## config.mk

```make
export PLATFORM = sky130hd
export DESIGN_NAME = lcd_cmd_host
export DESIGN_NICKNAME = d
export VERILOG_FILES = /design/src/rtl/lcd_pkg.sv /design/src/rtl/lcd_cmd_fifo.sv /design/src/rtl/lcd_cmd_host.sv
export SDC_FILE = /design/constraint.sdc
export NUM_CORES = 1
export LEC_CHECK = 0
export CORE_MARGIN = 8
export CORE_UTILIZATION = 44
export CTS_BUF_LIST = sky130_fd_sc_hd__clkbuf_16
export CTS_CLUSTER_SIZE = 28
export DETAILED_ROUTE_END_ITERATION = 7
export PLACE_DENSITY = 0.67
export RECOVER_POWER = 50
export SLEW_MARGIN = 20
export SYNTH_ARGS = -nofsm -noshare
export SYNTH_HDL_FRONTEND = slang
export SYNTH_SLANG_ARGS = --single-unit
```

## constraint.sdc

```tcl
create_clock -name clk -period 2.9 [get_ports clk]
set_input_delay 0.29 -clock clk [delete_from_list [all_inputs] [get_ports clk]]
set_output_delay 0.29 -clock clk [all_outputs]
set_load 0.05 [all_outputs]
```

## src/rtl/lcd_pkg.sv

```systemverilog
// Shared definitions for the LCD command host: command codes, image geometry, FSM states.
// No logic; latency and backpressure are defined by the modules that import it.
package lcd_pkg;

    localparam logic [3:0] CMD_WRITE = 4'h0;
    localparam logic [3:0] CMD_UP    = 4'h1;
    localparam logic [3:0] CMD_DOWN  = 4'h2;
    localparam logic [3:0] CMD_LEFT  = 4'h3;
    localparam logic [3:0] CMD_RIGHT = 4'h4;
    localparam logic [3:0] CMD_MAX   = 4'h5;
    localparam logic [3:0] CMD_MIN   = 4'h6;
    localparam logic [3:0] CMD_AVG   = 4'h7;
    localparam logic [3:0] CMD_CCW   = 4'h8;
    localparam logic [3:0] CMD_CW    = 4'h9;
    localparam logic [3:0] CMD_MX    = 4'hA;
    localparam logic [3:0] CMD_MY    = 4'hB;

    localparam int IMG_W   = 8;
    localparam int IMG_PIX = 64;
    localparam int CMD_W   = 4;
    localparam int PIX_W   = 8;
    localparam int ADDR_W  = 6;

    typedef enum logic [2:0] {
        ST_INIT,
        ST_IDLE,
        ST_ISSUE,
        ST_WAIT_ACK,
        ST_WAIT_DONE
    } host_state_t;

    typedef struct packed {
        logic [ADDR_W-1:0] addr;
        logic [PIX_W-1:0]  dat;
    } iram_wr_t;

    function automatic logic cmd_legal(input logic [CMD_W-1:0] c);
        return c <= CMD_MY;
    endfunction

endpackage

```

## src/rtl/lcd_cmd_fifo.sv

```systemverilog
// Synchronous command FIFO; head visible combinationally, push/pop take effect on the next edge.
// Push while full is dropped unless a pop happens in the same cycle; pop while empty is ignored.
module lcd_cmd_fifo #(
    parameter int DEPTH = 8,
    parameter int WIDTH = 4
) (
    input  logic             clk,
    input  logic             reset,
    input  logic             push,
    input  logic [WIDTH-1:0] push_dat,
    input  logic             pop,
    output logic [WIDTH-1:0] head_dat,
    output logic             full,
    output logic             empty
);

    localparam int AW = $clog2(DEPTH);

    logic [WIDTH-1:0] mem [DEPTH];
    logic [AW-1:0]    wr_ptr;
    logic [AW-1:0]    rd_ptr;
    logic [AW:0]      count;
    logic             do_push;
    logic             do_pop;

    assign empty    = (count == '0);
    assign full     = (count == (AW+1)'(DEPTH));
    assign do_pop   = pop && !empty;
    // A full FIFO still takes a push when the head leaves in the same cycle.
    assign do_push  = push && (!full || do_pop);
    assign head_dat = mem[rd_ptr];

    always_ff @(posedge clk) begin
        if (reset) begin
            wr_ptr <= '0;
            rd_ptr <= '0;
            count  <= '0;
        end else begin
            if (do_push) wr_ptr <= wr_ptr + AW'(1);
            if (do_pop)  rd_ptr <= rd_ptr + AW'(1);
            count <= count + (AW+1)'(do_push) - (AW+1)'(do_pop);
        end
    end

    always_ff @(posedge clk) begin
        if (do_push) mem[wr_ptr] <= push_dat;
    end

endmodule

```

## src/rtl/lcd_cmd_host.sv

```systemverilog
// Queues LCD commands, issues them to the controller over cmd_valid/busy, shadows IRAM writes.
// Issue 2 cycles after push when idle; rd_data 1 cycle; host_cmd_full drops pushes while full.
module lcd_cmd_host
    import lcd_pkg::*;
#(
    parameter int FIFO_DEPTH = 8,
    parameter int TIMEOUT    = 1023
) (
    input  logic              clk,
    input  logic              reset,
    input  logic [CMD_W-1:0]  host_cmd,
    input  logic              host_cmd_push,
    output logic              host_cmd_full,
    output logic [CMD_W-1:0]  cmd,
    output logic              cmd_valid,
    input  logic              busy,
    input  logic              done,
    input  logic              IRAM_valid,
    input  logic [PIX_W-1:0]  IRAM_D,
    input  logic [ADDR_W-1:0] IRAM_A,
    input  logic [ADDR_W-1:0] rd_addr,
    output logic [PIX_W-1:0]  rd_data,
    output logic [7:0]        cmds_done,
    output logic [6:0]        wr_count,
    output logic              err_timeout,
    output logic              idle
);

    localparam int TW = $clog2(TIMEOUT + 1);

    host_state_t      state;
    host_state_t      state_nxt;
    logic [CMD_W-1:0] fifo_head;
    logic             fifo_empty;
    logic             fifo_full;
    logic             cmd_finish;
    logic             tmo_fire;
    logic             tmo_hit;
    logic [TW-1:0]    tmo_cnt;
    logic [PIX_W-1:0] shadow [IMG_PIX];
    iram_wr_t         wr;

    lcd_cmd_fifo #(
        .DEPTH (FIFO_DEPTH),
        .WIDTH (CMD_W)
    ) u_fifo (
        .clk      (clk),
        .reset    (reset),
        .push     (host_cmd_push),
        .push_dat (host_cmd),
        .pop      (state == ST_ISSUE),
        .head_dat (fifo_head),
        .full     (fifo_full),
        .empty    (fifo_empty)
    );

    assign host_cmd_full = fifo_full;
    assign idle          = (state == ST_IDLE) && fifo_empty;
    assign tmo_hit       = (tmo_cnt == TW'(TIMEOUT));
    assign wr            = '{addr: IRAM_A, dat: IRAM_D};

    always_ff @(posedge clk) begin
        if (reset) state <= ST_INIT;
        else       state <= state_nxt;
    end

    always_comb begin
        state_nxt  = state;
        cmd_finish = 1'b0;
        tmo_fire   = 1'b0;
        case (state)
            // After reset the controller reloads its image; wait for it to go quiet.
            ST_INIT:      if (!busy) state_nxt = ST_IDLE;
            ST_IDLE:      if (!fifo_empty && !busy) state_nxt = ST_ISSUE;
            ST_ISSUE:     state_nxt = ST_WAIT_ACK;
            ST_WAIT_ACK: begin
                if (busy) begin
                    state_nxt = ST_WAIT_DONE;
                end else if (tmo_hit) begin
                    tmo_fire  = 1'b1;
                    state_nxt = ST_IDLE;
                end
            end
            ST_WAIT_DONE: begin
                if (!busy || done) begin
                    cmd_finish = 1'b1;
                    state_nxt  = ST_IDLE;
                end else if (tmo_hit) begin
                    tmo_fire  = 1'b1;
                    state_nxt = ST_IDLE;
                end
            end
            default:      state_nxt = ST_INIT;
        endcase
    end

    always_ff @(posedge clk) begin
        if (reset) begin
            cmd         <= '0;
            cmd_valid   <= 1'b0;
            cmds_done   <= '0;
            err_timeout <= 1'b0;
            tmo_cnt     <= '0;
            wr_count    <= '0;
            rd_data     <= '0;
        end else begin
            // cmd_valid is high exactly during the ISSUE cycle; cmd holds until the next issue.
            cmd_valid <= (state_nxt == ST_ISSUE);
            if (state_nxt == ST_ISSUE) cmd <= fifo_head;
            if (cmd_finish) cmds_done <= cmds_done + 8'd1;
            if (tmo_fire) err_timeout <= 1'b1;
            tmo_cnt <= (state_nxt != state) ? '0 : tmo_cnt + TW'(1);
            // A write landing in the ISSUE cycle already belongs to the new command.
            if (state == ST_ISSUE)
                wr_count <= IRAM_valid ? 7'd1 : 7'd0;
            else if (IRAM_valid && wr_count != 7'd127)
                wr_count <= wr_count + 7'd1;
            rd_data <= shadow[rd_addr];
        end
    end

    always_ff @(posedge clk) begin
        if (IRAM_valid) shadow[wr.addr] <= wr.dat;
    end

endmodule
```

Yosys cells after proc, flatten, opt, wreduce, memory -nomap -nowiden

Memories as Yosys holds them, arrays and structs flattened. A register that Yosys moved wholly into a read port is not among the register bits.
Index checks and enable logic that the tools add are counted.

Bits in registers: 40
Latch bits: 0
Memory bits (writable): 544
ROM bits: 0
Bits of input ports: 30
Output and inout bits: 31
Word-level logic and storage cells: 60
Memories kept: 2

Add/sub/neg operators: 7
$mul: 0
Div/mod/pow operators: 0
$lt $le $gt $ge: 0
Eq/ne operators: 9
Shift operators: 0
Mux-type cells: 19
Bitwise gates (word level): 0
Reductions and logical operators: 14

Memory list:

| memory     | depth | width | rd ports | clocked after Yosys merged registers in | wr ports | RTL line           | source |
|---|---|---|---|---|---|---|---|
| shadow     | 64    | 8     | 1        | 1                                       | 1        | lcd_cmd_host.sv:40 | `logic [PIX_W-1:0] shadow [IMG_PIX];` |
| u_fifo.mem | 8     | 4     | 1        | 1                                       | 1        | lcd_cmd_fifo.sv:19 | `logic [WIDTH-1:0] mem [DEPTH];` |

Operators with widths:

| operator              | count |
|---|---|
| $mux 3                | 5 |
| $pmux 3 s5            | 1 |
| $mux 7                | 2 |
| $add 10x1->10 const B | 1 |
| $eq 10x10->1 const B  | 1 |
| $mux 1                | 10 |
| $eq 3x2->1 const B    | 3 |
| $add 8x1->8 const B   | 1 |
| $add 7x1->7 const B   | 1 |
| $ne 7x7->1 const B    | 1 |
| $add 3x1->3 const B   | 2 |
| $logic_and 1x1->1     | 5 |
| $add 4x1->4           | 1 |
| $eq 4x4->1 const B    | 1 |
| $logic_not 4->1       | 1 |
| $sub 4x1->4           | 1 |
| $eq 3x1->1 const B    | 1 |
| $eq 3x3->1 const B    | 1 |
| $logic_not 1->1       | 3 |
| $logic_not 3->1       | 1 |
| $ne 3x3->1            | 1 |
| $logic_or 1x1->1      | 2 |
| $pmux 1 s2            | 1 |
| $reduce_bool 2->1     | 1 |
| $reduce_or 2->1       | 1 |

Longest topological paths before layout

Gate-level depths: netlist (run 1).

Depth after elaboration: 7
Gate-level depth with buffers: 12
Mapped depth without buffers: 11

Cells and area by module

Synthesis (run 1) repeated with hierarchy kept, for this count alone.

Cells, all modules: 1,253
Area total of the unflattened synthesis: 23,711.5 sq um

By module, submodules not included:

| module       | instances | cells each | area each (sq um) |
|---|---|---|---|
| lcd_cmd_host | 1         | 1,114      | 21,725.8 |
| lcd_cmd_fifo | 1         | 139        | 1,985.7 |

Worst setup path after synthesis (run 1)

No wires, ideal clock.

Path type: register to output
Start: reg u_fifo.count[2]
End: out idle
Arrival time: 2.012 ns
Path slack: 0.598 ns
Cell stages (with the launch flop): 5
Buffers on the path: 0
Path through: dfxtp_1 > inv_1 > ha_1 > nor3b_2 > nor3b_1

Cells in the longest elaborated chain, start to end: 2

RTL lines:

| element                | RTL line           | source |
|---|---|---|
| start, declared        | lcd_cmd_fifo.sv:22 | `logic [AW:0] count;` |
| start signal, assigned | lcd_cmd_fifo.sv:41 | `count <= count + (AW+1)'(do_push) - (AW+1)'(do_pop);` |
| $logic_not 4->1        | lcd_cmd_fifo.sv:26 | `assign empty = (count == '0);` |
| $logic_and 1x1->1      | lcd_cmd_host.sv:58 | `assign idle = (state == ST_IDLE) && fifo_empty;` |
| end, declared          | lcd_cmd_host.sv:26 | `output logic idle` |

No other way between the ends.

Final worst setup path (run 1)

Ends and elaborated chain as after synthesis.

==> flow_summary.yaml, run 1 <==
timing:
  worst_slack_ns: 0.301
  max_clock_freq_mhz: 385
  worstMarginPinSlew_ns: 3.00
  fin_tns_setup_ns: 0
  slew_viol_final: 293
  slew_headroom_pct: -100
  hold_violations: 0
  finClkSkew_ns: 0.0285
  fin_crit_ns: 2.60
  finalCritPeriodShare_pct: 89.6
  setup_viol: 0
  rsz0062_at_grt: "no"
detailed_routing:
  drc: 0
  drt_iter0_markers: 1118
  viasPerCell: 5.66
  postRouteAntennaNets: 0
  routedWlPerCell_um: 24.3
  postRouteWirelength_mm: 52.3
  firstDrtPassIters: 5
  via_count: 12188
clock_network:
  numCtsBuffers: 60
  cts_tree: "done"
  ctsResizeCount: 1
  clk_latency_ns: 0.63
  cts_setup_buffers: 0
  cts-hold-fix-buffers: 0
  cts.path.max_buffers: 3
  cts-root-buf: "clkbuf_16"
  cts.clk_slew.worst_paths_ns: 0.06
  cts.htree.levels: 2
  cts_sinks: 596
pwr:
  switching_share_pct: 22.4
  power_mw: 18.7
  intPower_mw: 14.5
  seq_power_share_pct: 51.4
  pwr-share-clk_pct: 40.9
  p_switching_mw: 4.19
  ir_worst_vdd_v: 0.000570
  comb_power_share_pct: 7.7
  power_density_nw_per_um2: 682
  p_leak_nw: 8.93
worst_setup_path:
  cp_max_fo: 5
  crit_required_ns: 2.61
  cp.arrival_ns: 2.31
  cp-start-kind: "register"
  endpoint_kind: "primary output"
  worstSetupPathType: "reg -> out"
cells_and_area:
  nFillCells: 4215
  syn2layout_area_growth_pct: 16.5
  drive_gt1_share_pct: 24.2
  nets: 1449
  seqCellArea_um2: 17400
  multiInputGateArea_um2: 5750
  n_antenna_cell: 0
place:
  port_buffers: 60
  pre_cts_slack_ns: 0.345
  place.gp.congestion: 0.873
  place_hpwl_mm: 33.1
status:
  status: "finished, violations left"
  violations: "capacitance limit, slew limit"
yosys:
  netlist_instances: 1236
  synth_warnings: 0
  netlist_area_um2: 23600
  syn_nets: 1278
  ys.flop_type: "edfxtp_1"
  avgSynthCellArea_um2: 19.1
  synth_edf_count: 544
  async_flop_share_pct: 0
  yosysSeqAreaShare_pct: 73.7
  synth.distinct_cells: 62
  synth-seq-cells: 596
floorplan:
  io_pins: 61
  die_w_um: 247
  rows: 85
  dieHeight_um: 247
  die_area_um2: 61200
  initial_core_util_pct: 44.1
  core_area_um2: 53400
grt:
  antenna_found_initial: 0
  grt_pass1_vias: 12548
  grt_usage_pct: 17.2
  grt_pass1_wl_mm: 79.2
  grt_overflow: 0
  grt_max_degree: 65
job:
  maxCapViolCount: 6
min_path:
  holdCritPathClass: "in -> reg"
## cells in the mapped netlist (7+ instances only)
master / count / area share, %
a21oi_1: 11 / 0.23
xor2_1: 14 / 0.52
mux4_2: 134 / 13
buf_2: 17 / 0.36
inv_1: 13 / 0.21
o22ai_1: 11 / 0.29
nand2_1: 34 / 0.54
nor2_1: 122 / 1.9
clkbuf_1: 25 / 0.40
dfxtp_1: 52 / 4.4
mux2i_1: 42 / 1.8
buf_4: 11 / 0.35
nor2b_1: 7 / 0.19
mux2_2: 14 / 0.67
o21ai_0: 7 / 0.15
and3_1: 7 / 0.19
xnor2_1: 11 / 0.41
nor3_1: 15 / 0.32
nand2b_1: 11 / 0.29
nand3_1: 17 / 0.36
edfxtp_1: 544 / 69
ha_1: 11 / 0.58
buf_6: 8 / 0.38
## placed cells by master (no fill, tap or decap), types with 14 or more instances in the layout
| master | synthesis | layout |
|---|---|---|
| nand2_1 | 34 | 34 |
| clkbuf_1 | 25 | 17 |
| mux2_2 | 14 | 14 |
| mux2i_1 | 42 | 42 |
| mux4_2 | 134 | 134 |
| nor3_1 | 15 | 15 |
| nand3_1 | 17 | 17 |
| buf_4 | 11 | 100 |
| nor2_1 | 122 | 122 |
| clkbuf_16 | 0 | 61 |
| clkdlybuf4s50_1 | 0 | 41 |
| inv_1 | 13 | 21 |
| xor2_1 | 14 | 14 |
| edfxtp_1 | 544 | 544 |
| clkinv_1 | 0 | 20 |
| dfxtp_1 | 52 | 52 |
## cells by family (layout without fill, tap and decap cells)
logic type	Yosys count	after routing	share of synthesized area [%]
and+or+nand+nor	245	245	4.95
adders and majority gates	12	12	0.669
muxes	190	190	15.3
AOI/OAI and AO/OA	86	86	2.60
buffers and inverters	82	304	1.87
DFF	596	596	73.7
xor gates and xnor gates	25	25	0.929
## registers in the layout, indices dropped and copies added (netlist names), 3 cells and up
register / count
shadow: 512
u_fifo.mem: 32
tmo_cnt: 10
cmds_done: 8
rd_data: 8
wr_count: 7
cmd: 4
u_fifo.count: 4
state: 3
u_fifo.rd_ptr: 3
u_fifo.wr_ptr: 3
## layer usage
metal	part of all wire [%]	vias up	GRT usage (%)
met3	7.4	88	3.98
li1	-	5338	-
met5	0	-	0
met1	43	6280	23.6
met4	2.6	0	5.33
met2	47	482	27.4
## worst max-delay path, cell delays in order (launching register included)
cell	delay, ns
dfxtp_1	0.30
inv_1	0.09
ha_1	0.15
nor3b_2	0.36
nor3b_1	0.24
dlygate4sd2_1	0.56
## through the flow
step	instances	hold WS (ns)	utilization [%]	area (µm²)
2_1_floorplan	1236	0.389	-	23600
3_3_place_gp	2041	0.425	47.8	25500
3_5_place_dp	2041	0.446	47.8	25500
4_1_cts	2154	0.0650	51.5	27500
5_1_grt	2154	0.333	51.4	27500
6_report	2154	0.261	51.4	27500
## power groups by stage
stage | clock network [mW] | logic, mW | registers [mW]
global route | 8.17 | 1.56 | 9.63
detailed placement | 0 | 1.46 | 9.79
global placement | 0 | 1.43 | 9.79
floorplan | 0 | 0.850 | 9.85
finish | 7.67 | 1.44 | 9.62
CTS | 7.83 | 1.47 | 9.61
## cell type report
cell class                 instances  area share [%]
clock buffer                      61            5.56
clock inverter                    52            1.62
multi-input combinational        558            20.9
sequential                       596            63.3
inverter                          15           0.205
tap                              696            3.17
timing repair buffer             176            5.23
## path summary, 6_finish.rpt
check	from	endpoint	slack, ns	depth (start not counted)
max	u_fifo.count[2]	idle	0.30	5
min reg2reg	tmo_cnt[0]	tmo_cnt[0]	0.45	1
min	IRAM_D[7]	shadow[1][7]	0.26	1
max reg2reg	u_fifo.count[2]	u_fifo.count[1]	0.46	10
(Power assumes the default switching activity.)
==> inputs of run 2 (changes only) <==
--- a/config.mk
+++ b/config.mk
@@ -8,6 +8,7 @@
 export CORE_MARGIN = 8
 export CORE_UTILIZATION = 44
 export CTS_BUF_LIST = sky130_fd_sc_hd__clkbuf_16
+export CTS_CLUSTER_DIAMETER = 120
 export CTS_CLUSTER_SIZE = 28
 export DETAILED_ROUTE_END_ITERATION = 7
 export PLACE_DENSITY = 0.67
@@ -15,4 +16,5 @@
 export SLEW_MARGIN = 20
 export SYNTH_ARGS = -nofsm -noshare
 export SYNTH_HDL_FRONTEND = slang
+export SYNTH_HIERARCHICAL = 1
 export SYNTH_SLANG_ARGS = --single-unit
==> flow_summary.yaml, run 2 <==
worst_setup_path:
  r2r-end: "u_fifo/mem[1][2]"
  crit_required_ns: 3.12
  r2r_slack_ns: 0.25
  cp-start-kind: "register"
  worstSetupPathType: "reg -> reg"
  cp-startpoint: "state[1]"
  r2r_start: "state[1]"
  endpoint_kind: "register"
  r2r_cells: 6
  cp.arrival_ns: 2.88
  cp_max_fo: 10
cells_and_area:
  layout.cells.non_filler: 2105
  post-route-util_pct: 49.1
  drive_gt1_share_pct: 20.8
  syn2layout_area_growth_pct: 11.1
  layout_commonest_cell: "edfxtp_1"
  largest_register_ffs: 512
  largest_registers: "shadow (512), u_fifo/mem (32), tmo_cnt (10)"
  largest-register: "shadow"
  layout_common_cells: "edfxtp_1 (544), mux4_2 (136), nor2_1 (100), buf_4 (86), nand2_1 (70)"
  nets: 1429
timing:
  finalCritPeriodShare_pct: 91.5
  slew_viol_final: 301
  setup_viol: 0
  rsz0062_at_grt: "no"
  worstMarginPinSlew_ns: 2.80
  fin_tns_setup_ns: 0
  slew_headroom_pct: -86.6
  fin_crit_ns: 2.65
  max_clock_freq_mhz: 377
  finClkSkew_ns: 0.0196
  hold_violations: 0
  fin_hold_ws_ns: 0.479
clock_network:
  cts.clk_slew.worst_paths_ns: 0.11
  cts.path.max_buffers: 3
  cts_sinks: 599
  cts_tree: "done"
  numCtsBuffers: 25
  cts-root-buf: "clkbuf_16"
  clk_latency_ns: 0.58
  cts_setup_buffers: 0
  cts.htree.levels: 1
place:
  place.gp.congestion: 0.849
  place_hpwl_mm: 34.1
  dp_cells: 2057
  port_buffers: 60
yosys:
  synthTopCellsByArea: "edfxtp_1 (69%), mux4_2 (13%), dfxtp_1 (4.6%)"
  syn_nets: 1294
  yosysSeqAreaShare_pct: 73.5
  synth-seq-cells: 599
  netlist_instances: 1253
  synth_most_common_cell: "edfxtp_1"
  avgSynthCellArea_um2: 18.9
  synth.distinct_cells: 74
  yosys.area.top_type_share_pct: 68.9
  synth_edf_count: 544
  synth_warnings: 6
  ys.flop_type: "edfxtp_1"
  synth_top_area_cell: "edfxtp_1"
  netlist_area_um2: 23700
  yosys-top-cells-count: "edfxtp_1 (544), mux4_2 (136), nor2_1 (100)"
  async_flop_share_pct: 0
floorplan:
  initial_core_util_pct: 44.2
  rows: 85
  die_area_um2: 61600
  core_area_um2: 53600
  dieHeight_um: 248
  die_w_um: 248
  io_pins: 61
min_path:
  min_from: "IRAM_valid"
  holdCritPathClass: "in -> reg"
  worstHoldEndpoint: "wr_count[0]"
  whs_path_depth: 3
detailed_routing:
  postRouteWirelength_mm: 51.9
  firstDrtPassIters: 5
  postRouteAntennaNets: 0
  drt_iter0_markers: 1207
  drc: 0
  viasPerCell: 5.73
  routedWlPerCell_um: 24.6
  via_count: 12060
pwr:
  p_switching_mw: 3.46
  ir_worst_vdd_v: 0.000466
  power_density_nw_per_um2: 575
  power_mw: 15.2
  seq_power_share_pct: 63.6
  pwr-share-clk_pct: 27.1
  comb_power_share_pct: 9.3
  intPower_mw: 11.7
  p_leak_nw: 8.43
  switching_share_pct: 22.8
status:
  status: "finished, violations left"
  violations: "capacitance limit, slew limit"
job:
  maxCapViolCount: 6
grt:
  grt_pass1_vias: 12292
  grt_overflow: 0
  grt_usage_pct: 17.0
  antenna_found_initial: 3
  grt_pass1_wl_mm: 78.4
  grt_max_degree: 65
[run 2: cell count changes after synthesis, sizes merged, moves of 5 or more]
| cell | delta |
|---|---|
| a21oi | +6 |
| buf | -6 |
| mux2i | -11 |
| nand2 | +36 |
| nor2 | -22 |
| nor2b | +5 |
| nor3 | +7 |
| o21ai | +5 |
| o221ai | +5 |
[run 2: power by group through the flow]
stage	clock network [mW]	registers (mW)	logic, mW
2_1_floorplan	0	9.86	0.836
3_3_place_gp	0	9.81	1.40
3_5_place_dp	0	9.82	1.43
4_1_cts	4.22	9.63	1.44
5_1_grt	4.51	9.65	1.52
6_report	4.11	9.63	1.41
[run 2: metrics by stage]
| stage | area, µm² | worst slack [ns] |
|---|---|---|
| 3_3_place_gp | 25700 | 0.362 |
| 3_5_place_dp | 25700 | 0.332 |
| 6_report | 26300 | 0.245 |
| 5_1_grt | 26300 | 0.0492 |
| 4_1_cts | 26400 | 0.0396 |
| 2_1_floorplan | 23700 | 0.492 |
[run 2: metal layers]
| metal | GRT usage [%] | up-vias | part of all wire [%] |
|---|---|---|---|
| li1 | - | 5294 | - |
| met1 | 23.9 | 6321 | 44 |
| met2 | 27.5 | 385 | 48 |
| met3 | 2.73 | 60 | 6.4 |
| met4 | 4.38 | 0 | 2.2 |
| met5 | 0 | - | 0 |
[run 2: cell families (layout without fill, tap and decap cells)]
logic type	count (synthesis)	count (layout)	synth area share (%)
flip-flops	599	599	73.5
AND/OR/NAND/NOR	277	277	5.71
multiplexers	177	177	14.7
AO/OA/AOI/OAI	97	97	2.91
buffers and inverters	72	225	1.77
XOR/XNOR	20	20	0.739
adder cells (fa/ha/maj)	11	11	0.612
other	0	3	0
[run 2: cell type report]
cell class / count / area [µm²]
Fill cell: 4452 / 27300
Sequential cell: 599 / 17400
Multi-Input combinational cell: 582 / 5860
Timing Repair Buffer: 166 / 1400
Tap cell: 696 / 871
Clock buffer: 25 / 626
Clock inverter: 20 / 87.6
Inverter: 14 / 53.8
Antenna cell: 3 / 7.51
[run 2: worst max-delay path, cell delays in order, from the launching register on]
cell      delay, ns
dfxtp_1        0.43
inv_1          0.13
or3_1          0.38
clkinv_2       0.16
nor2b_1        0.44
nor2_1         0.20
nor3_1         0.55
[run 2: how the worst max path moves through the flow]
stage | endpoint | slack, ns | cells after the start
after floorplan | u_fifo/count[2] | 0.49 | 11
after global placement | u_fifo/mem[3][2] | 0.36 | 6
after detailed placement | rd_data[1] | 0.33 | 7
after CTS | idle | 0.04 | 5
after global routing | u_fifo/mem[3][3] | 0.05 | 6
final | u_fifo/mem[1][2] | 0.25 | 6
[run 2: timing repair]
item                                    CTS  global route
hold buffers                              0             0
endpoints found under the setup margin    2             1
resized for setup                         2             1
gates cloned                              0             0
==> inputs of run 3 (changes only) <==
--- a/config.mk
+++ b/config.mk
@@ -13,6 +13,7 @@
 export DETAILED_ROUTE_END_ITERATION = 7
 export PLACE_DENSITY = 0.67
 export RECOVER_POWER = 50
+export SETUP_SLACK_MARGIN = 0.05
 export SLEW_MARGIN = 20
 export SYNTH_ARGS = -nofsm -noshare
 export SYNTH_HDL_FRONTEND = slang
==> results of run 3 <==
Final layout, timing and power as in run 2 (identical DEF).
